==> src/rtl/wt_pkg.sv <==
// Shared definitions for the wavetable record path: table width, recorder
// states and the preset tables the note block falls back to.
package wt_pkg;

    localparam int unsigned WT_BITS_DEFAULT = 32;

    typedef enum logic [1:0] {
        IDLE    = 2'd0,
        CAPTURE = 2'd1,
        DONE    = 2'd2
    } rec_state_t;

    localparam int unsigned N_PRESETS     = 4;
    localparam logic [31:0] PRESET_SQUARE = 32'hFFFF_0000;
    localparam logic [31:0] PRESET_PULSE  = 32'hFF00_0000;
    localparam logic [31:0] PRESET_ALT    = 32'hAAAA_AAAA;
    localparam logic [31:0] PRESET_NOISE  = 32'h9B3C_5E71;

    function automatic logic [31:0] preset_table(input logic [1:0] sel);
        logic [31:0] tbl;
        case (sel)
            2'd0:    tbl = PRESET_SQUARE;
            2'd1:    tbl = PRESET_PULSE;
            2'd2:    tbl = PRESET_ALT;
            2'd3:    tbl = PRESET_NOISE;
            default: tbl = PRESET_SQUARE;
        endcase
        return tbl;
    endfunction

endpackage

==> src/rtl/wavetable_recorder_btn_debounce.sv <==
// Two-flop synchroniser plus stability counter for a bouncy pushbutton.
// level follows raw only after it has disagreed for DEBOUNCE_CYCLES cycles.
module btn_debounce #(
    parameter int unsigned DEBOUNCE_CYCLES = 250000
) (
    input  logic CLK,
    input  logic RST_N,
    input  logic raw,
    output logic level,
    output logic rise
);

    localparam int unsigned CW = (DEBOUNCE_CYCLES > 1) ? $clog2(DEBOUNCE_CYCLES) : 1;
    localparam logic [CW-1:0] CNT_LAST = CW'(DEBOUNCE_CYCLES - 1);

    logic          sync1_q;
    logic          sync2_q;
    logic          level_q;
    logic          level_d;
    logic          rise_q;
    logic          rise_d;
    logic [CW-1:0] cnt_q;
    logic [CW-1:0] cnt_d;

    // Stability counter: any agreeing cycle restarts the count
    always_comb begin
        cnt_d   = cnt_q;
        level_d = level_q;
        rise_d  = 1'b0;
        if (sync2_q != level_q) begin
            if (cnt_q == CNT_LAST) begin
                level_d = ~level_q;
                cnt_d   = '0;
                rise_d  = ~level_q;
            end else begin
                cnt_d = cnt_q + CW'(1);
            end
        end else begin
            cnt_d = '0;
        end
    end

    // Synchroniser and debounce state registers
    always_ff @(posedge CLK or negedge RST_N) begin
        if (!RST_N) begin
            sync1_q <= 1'b0;
            sync2_q <= 1'b0;
            level_q <= 1'b0;
            rise_q  <= 1'b0;
            cnt_q   <= '0;
        end else begin
            sync1_q <= raw;
            sync2_q <= sync1_q;
            level_q <= level_d;
            rise_q  <= rise_d;
            cnt_q   <= cnt_d;
        end
    end

    assign level = level_q;
    assign rise  = rise_q;

endmodule

==> src/rtl/wavetable_recorder.sv <==
// Records a 1-bit user-played wavetable MSB first at one sample per CLK_DIV
// cycles and publishes it atomically to the note block with a select flag.
module wavetable_recorder
    import wt_pkg::*;
#(
    parameter int unsigned CLK_DIV         = 25000,
    parameter int unsigned DEBOUNCE_CYCLES = 250000,
    parameter int unsigned WT_BITS         = WT_BITS_DEFAULT
) (
    input  logic               CLK,
    input  logic               RST_N,
    input  logic               RecBtn,
    input  logic               ClrBtn,
    input  logic               SampleIn,
    output logic [WT_BITS-1:0] Rec_WT,
    output logic               Record,
    output logic               Busy,
    output logic               Done
);

    localparam int unsigned DW = $clog2(CLK_DIV);
    localparam int unsigned BW = $clog2(WT_BITS + 1);
    localparam logic [DW-1:0] DIV_LAST  = DW'(CLK_DIV - 1);
    localparam logic [BW-1:0] BITS_LAST = BW'(WT_BITS - 1);

    rec_state_t         state_q;
    rec_state_t         state_d;
    logic               clr_s1_q;
    logic               clr_s2_q;
    logic               smp_s1_q;
    logic               smp_s2_q;
    logic [DW-1:0]      div_q;
    logic [DW-1:0]      div_d;
    logic [BW-1:0]      bitcnt_q;
    logic [BW-1:0]      bitcnt_d;
    logic [WT_BITS-1:0] shift_q;
    logic [WT_BITS-1:0] shift_d;
    logic [WT_BITS-1:0] rec_wt_q;
    logic [WT_BITS-1:0] rec_wt_d;
    logic               record_q;
    logic               record_d;
    logic               busy_q;
    logic               busy_d;
    logic               done_q;
    logic               done_d;
    logic               rec_level_s;
    logic               rec_rise_s;
    logic               rec_edge_s;
    logic               tick_s;

    btn_debounce #(
        .DEBOUNCE_CYCLES (DEBOUNCE_CYCLES)
    ) u_rec_debounce (
        .CLK   (CLK),
        .RST_N (RST_N),
        .raw   (RecBtn),
        .level (rec_level_s),
        .rise  (rec_rise_s)
    );

    assign rec_edge_s = rec_rise_s & rec_level_s;
    assign tick_s     = (state_q == CAPTURE) && (div_q == DIV_LAST);

    // State register
    always_ff @(posedge CLK or negedge RST_N) begin
        if (!RST_N) begin
            state_q <= IDLE;
        end else begin
            state_q <= state_d;
        end
    end

    // Next-state logic: clear beats a record edge, a second edge aborts
    always_comb begin
        state_d = state_q;
        case (state_q)
            IDLE: begin
                if (clr_s2_q) begin
                    state_d = IDLE;
                end else if (rec_edge_s) begin
                    state_d = CAPTURE;
                end else begin
                    state_d = IDLE;
                end
            end
            CAPTURE: begin
                if (clr_s2_q || rec_edge_s) begin
                    state_d = IDLE;
                end else if (tick_s && (bitcnt_q == BITS_LAST)) begin
                    state_d = DONE;
                end else begin
                    state_d = CAPTURE;
                end
            end
            DONE:    state_d = IDLE;
            default: state_d = IDLE;
        endcase
    end

    // Capture datapath: divider, bit counter and shift register
    always_comb begin
        shift_d  = shift_q;
        div_d    = div_q;
        bitcnt_d = bitcnt_q;
        if ((state_q == IDLE) && (state_d == CAPTURE)) begin
            shift_d  = '0;
            div_d    = '0;
            bitcnt_d = '0;
        end else if (state_q == CAPTURE) begin
            if (tick_s) begin
                div_d    = '0;
                shift_d  = {shift_q[WT_BITS-2:0], smp_s2_q};
                bitcnt_d = bitcnt_q + BW'(1);
            end else begin
                div_d = div_q + DW'(1);
            end
        end else begin
            div_d = div_q;
        end
    end

    // Output logic: Rec_WT only ever loads a complete table
    always_comb begin
        rec_wt_d = rec_wt_q;
        record_d = record_q;
        busy_d   = (state_d == CAPTURE);
        done_d   = (state_q == DONE);
        if (clr_s2_q) begin
            record_d = 1'b0;
        end else if (state_q == DONE) begin
            rec_wt_d = shift_q;
            record_d = 1'b1;
        end else begin
            record_d = record_q;
        end
    end

    // Synchronisers, datapath and registered outputs
    always_ff @(posedge CLK or negedge RST_N) begin
        if (!RST_N) begin
            clr_s1_q <= 1'b0;
            clr_s2_q <= 1'b0;
            smp_s1_q <= 1'b0;
            smp_s2_q <= 1'b0;
            div_q    <= '0;
            bitcnt_q <= '0;
            shift_q  <= '0;
            rec_wt_q <= '0;
            record_q <= 1'b0;
            busy_q   <= 1'b0;
            done_q   <= 1'b0;
        end else begin
            clr_s1_q <= ClrBtn;
            clr_s2_q <= clr_s1_q;
            smp_s1_q <= SampleIn;
            smp_s2_q <= smp_s1_q;
            div_q    <= div_d;
            bitcnt_q <= bitcnt_d;
            shift_q  <= shift_d;
            rec_wt_q <= rec_wt_d;
            record_q <= record_d;
            busy_q   <= busy_d;
            done_q   <= done_d;
        end
    end

    assign Rec_WT = rec_wt_q;
    assign Record = record_q;
    assign Busy   = busy_q;
    assign Done   = done_q;

endmodule

==> config.mk <==
export PLATFORM = sky130hd
export DESIGN_NAME = wavetable_recorder
export DESIGN_NICKNAME = d
export VERILOG_FILES = /design/src/rtl/wt_pkg.sv /design/src/rtl/wavetable_recorder_btn_debounce.sv /design/src/rtl/wavetable_recorder.sv
export SDC_FILE = /design/constraint.sdc
export NUM_CORES = 1
export LEC_CHECK = 0
export BUFFER_PORTS_ARGS = -buffer_cell sky130_fd_sc_hd__buf_2
export CAP_MARGIN = 20
export CELL_PAD_IN_SITES_DETAIL_PLACEMENT = 0
export CELL_PAD_IN_SITES_GLOBAL_PLACEMENT = 1
export CORE_MARGIN = 3
export CORE_UTILIZATION = 40
export DETAILED_ROUTE_END_ITERATION = 10
export HOLD_SLACK_MARGIN = 0.06
export PLACE_DENSITY = 0.72
export SYNTH_ARGS = -nofsm -noshare
export SYNTH_HDL_FRONTEND = slang
export SYNTH_SLANG_ARGS = --single-unit
==> constraint.sdc <==
create_clock -name CLK -period 2.3 [get_ports CLK]
set_input_delay 0.46 -clock CLK [delete_from_list [all_inputs] [get_ports CLK]]
set_output_delay 0.46 -clock CLK [all_outputs]
set_load 0.01 [all_outputs]
==> reports/metrics.csv <==
metric,value,unit
ios,40,
peakVddDrop,682,uV
cts_tree,built,
via_per_inst,5.08,
p_per_area,793,nW/um2
grt_pass1_vias,3321,
die-height,117,um
worstHoldStart,ClrBtn,
setup_viol,0,
seq_area_frac_synth,58.7,%
grt.total_usage,15.2,%
reg2reg_slack,0.27,ns
status,completed,
drcViolationCount,0,
slew_violations,0,
clock_latency,0.41,ns
dp_hpwl,5910,um
routed_wl,9140,um
slowest_stage,dfrtp_1,
core,11800,um2
die_x,117,um
critPathLaunchType,register,
synth_edf_count,0,
r2r_start,div_q[4],
gp_congestion,0.777,
syn_inst,409,
syn_area,4940,um2
tightest_slew,0.512,ns
grt_pass1_wl,16200,um
crit_type,register to register,
place_inst,606,
yosysMostFrequentCell,dfrtp_1,
clock_sinks,116,
final_nets,470,
syn_area_per_cell,12.1,um2
hold_viol,0,
area_growth,21.1,%
antenna_left,0,
grt_overflow,0,
reg2reg_to,bitcnt_q[3],
drt-wirelength-per-cell,14.3,um
worstSetupEndpointType,register,
hold_class,input port to register,
io_buffers,39,
htreeDepth,4,
period_share,88.2,%
grt_max_degree,52,
max_stage_delay,0.43,ns
ys_ff_latch,116,
place_ws,0.260,ns
antenna_found_initial,0,
hold_path_depth,1,
synth_top_cell_by_area,dfrtp_1,
fin_tns_setup,0,ns
yosysTopAreaCellShare,58.7,%
rsz0062_at_grt,no,
leakagePower,3.09,nW
syn-num-nets,417,
postCtsSetupBuffers,0,
design.die.area,13700,um2
vias,3246,
reg2reg_depth,5,
drtIter0Drc,160,
slew_headroom,65.0,%
clk_pin_slew,0.06,ns
path_cells,nor4_1 > nand4_1 > buf_12 > or3_1 > a21oi_1,
synth_ff_type,dfrtp_1,
worstPathMaxFanout,39,
synthArstFlopShare,100,%
start_util,42.0,%
hold_path_end,clr_s1_q,
fin_skew,0.0111,ns
synthTopCellsByArea,"dfrtp_1, mux2_2, mux2i_1, nor2_1, xnor2_1",
drive_gt1_share,24.6,%
crit_arrival,2.36,ns
drv_cap,0,
timing.final.ws_setup,0.272,ns
crit_required,2.63,ns
num_antenna_cells,0,
clock-root-buffer,clkbuf_16,
synth_warnings,0,
synthDistinctLibCells,42,
fmax,493,MHz
finalNonFillerCells,639,
rows,39,
synthTopCellsByCount,"dfrtp_1, nor2_1, mux2i_1",
numCtsBuffers,17,
cts_max_path_buffers,2,
firstDrtPassIters,4,
period_needed,2.03,ns
-- critical path, delay by kind of cell (launching register included) --
family                 cells  cell delay, ns
AND/OR/NAND/NOR            3            1.04
buffers and inverters      1            0.33
AO/OA/AOI/OAI              1            0.14
flip-flops                 1            0.43
-- how the worst max path moves through the flow --
stage,from,end
5_1_grt,div_q[4],bitcnt_q[3]
3_3_place_gp,div_q[4],bitcnt_q[3]
2_1_floorplan,u_rec_debounce.cnt_q[0],u_rec_debounce.level
3_5_place_dp,div_q[4],bitcnt_q[3]
4_1_cts,div_q[4],bitcnt_q[3]
6_report,div_q[4],bitcnt_q[3]
-- through the flow --
step / hold slack (ns) / total power, W / utilization [%] / cell area [um2]
floorplan: 0.164 / 0.00211 / - / 4940
global placement: 0.338 / 0.00216 / 45.7 / 5380
detailed placement: 0.336 / 0.00216 / 45.7 / 5380
CTS: 0.138 / 0.00481 / 50.9 / 5980
global route: 0.137 / 0.00491 / 50.9 / 5980
finish: 0.161 / 0.00475 / 50.9 / 5980
-- layer usage --
layer  wire [um]  track usage, %
met3         307            5.30
met2        4250            23.0
met5           0               0
met4         102            5.50
met1        4490            20.4
-- placed cells by master (no fill, tap or decap), drive strengths merged, types with 2 or more instances in the layout --
cell type  Yosys  layout
dfrtp        116     116
nor2          64      64
buf           12      50
mux2i         33      33
mux2          33      33
clkbuf         5      22
nand3         13      13
xnor2         13      13
nand4         12      12
nand2         12      12
xor2          11      11
a21oi         11      11
o21ai         10      10
nor4           9       9
or4            7       7
o31ai          7       7
or3            6       6
inv            4       6
and4           4       4
ha             3       3
clkinvlp       0       3
clkinv         0       3
nand3b         2       2
nor3           2       2
and3           2       2
a211oi         2       2
bufinv         0       2
and4bb         2       2
nor2b          2       2
-- logic make-up (layout without fill, tap and decap cells) --
| logic type | Yosys count | count (layout) | share of synthesized area [%] |
|---|---|---|---|
| simple gates | 143 | 143 | 14.8 |
| flops | 116 | 116 | 58.7 |
| buf+inv | 21 | 87 | 2.15 |
| xor+xnor | 24 | 24 | 4.25 |
| mux | 66 | 66 | 14.2 |
| compound gates | 36 | 36 | 5.06 |
| fa+ha+maj | 3 | 3 | 0.760 |
-- registers in the layout, summed over array words and instances (netlist names), 2 cells and up --
register              cells
div_q                    15
shift_q                  32
u_rec_debounce.cnt_q     18
Rec_WT                   32
state_q                   2
bitcnt_q                  6
-- area by class of cell --
type                    instances  area [um2]
clock buffers                  22         474
clock inverters                10         123
fillers                      1048        5780
inverters                       4        15.0
multi-input cells             272        1940
flip-flops and latches        116        2900
well taps                     164         205
repair buffers                 51         328
-- what timing repair did --
item / 4_1_cts / 5_1_grt
hold buffers: 1 / 0
hold endpoints to repair: 38 / 0
gates resized for setup: 0 / 0
-- power by group --
group | leakage [nW] | internal [W] | switching, W
sequential | 1.61 | 0.00205 | 0.00000909
combinational | 1.20 | 0.0000174 | 0.0000479
clock | 0.283 | 0.00169 | 0.000931
Note: power is estimated with default switching activity, not from simulation.
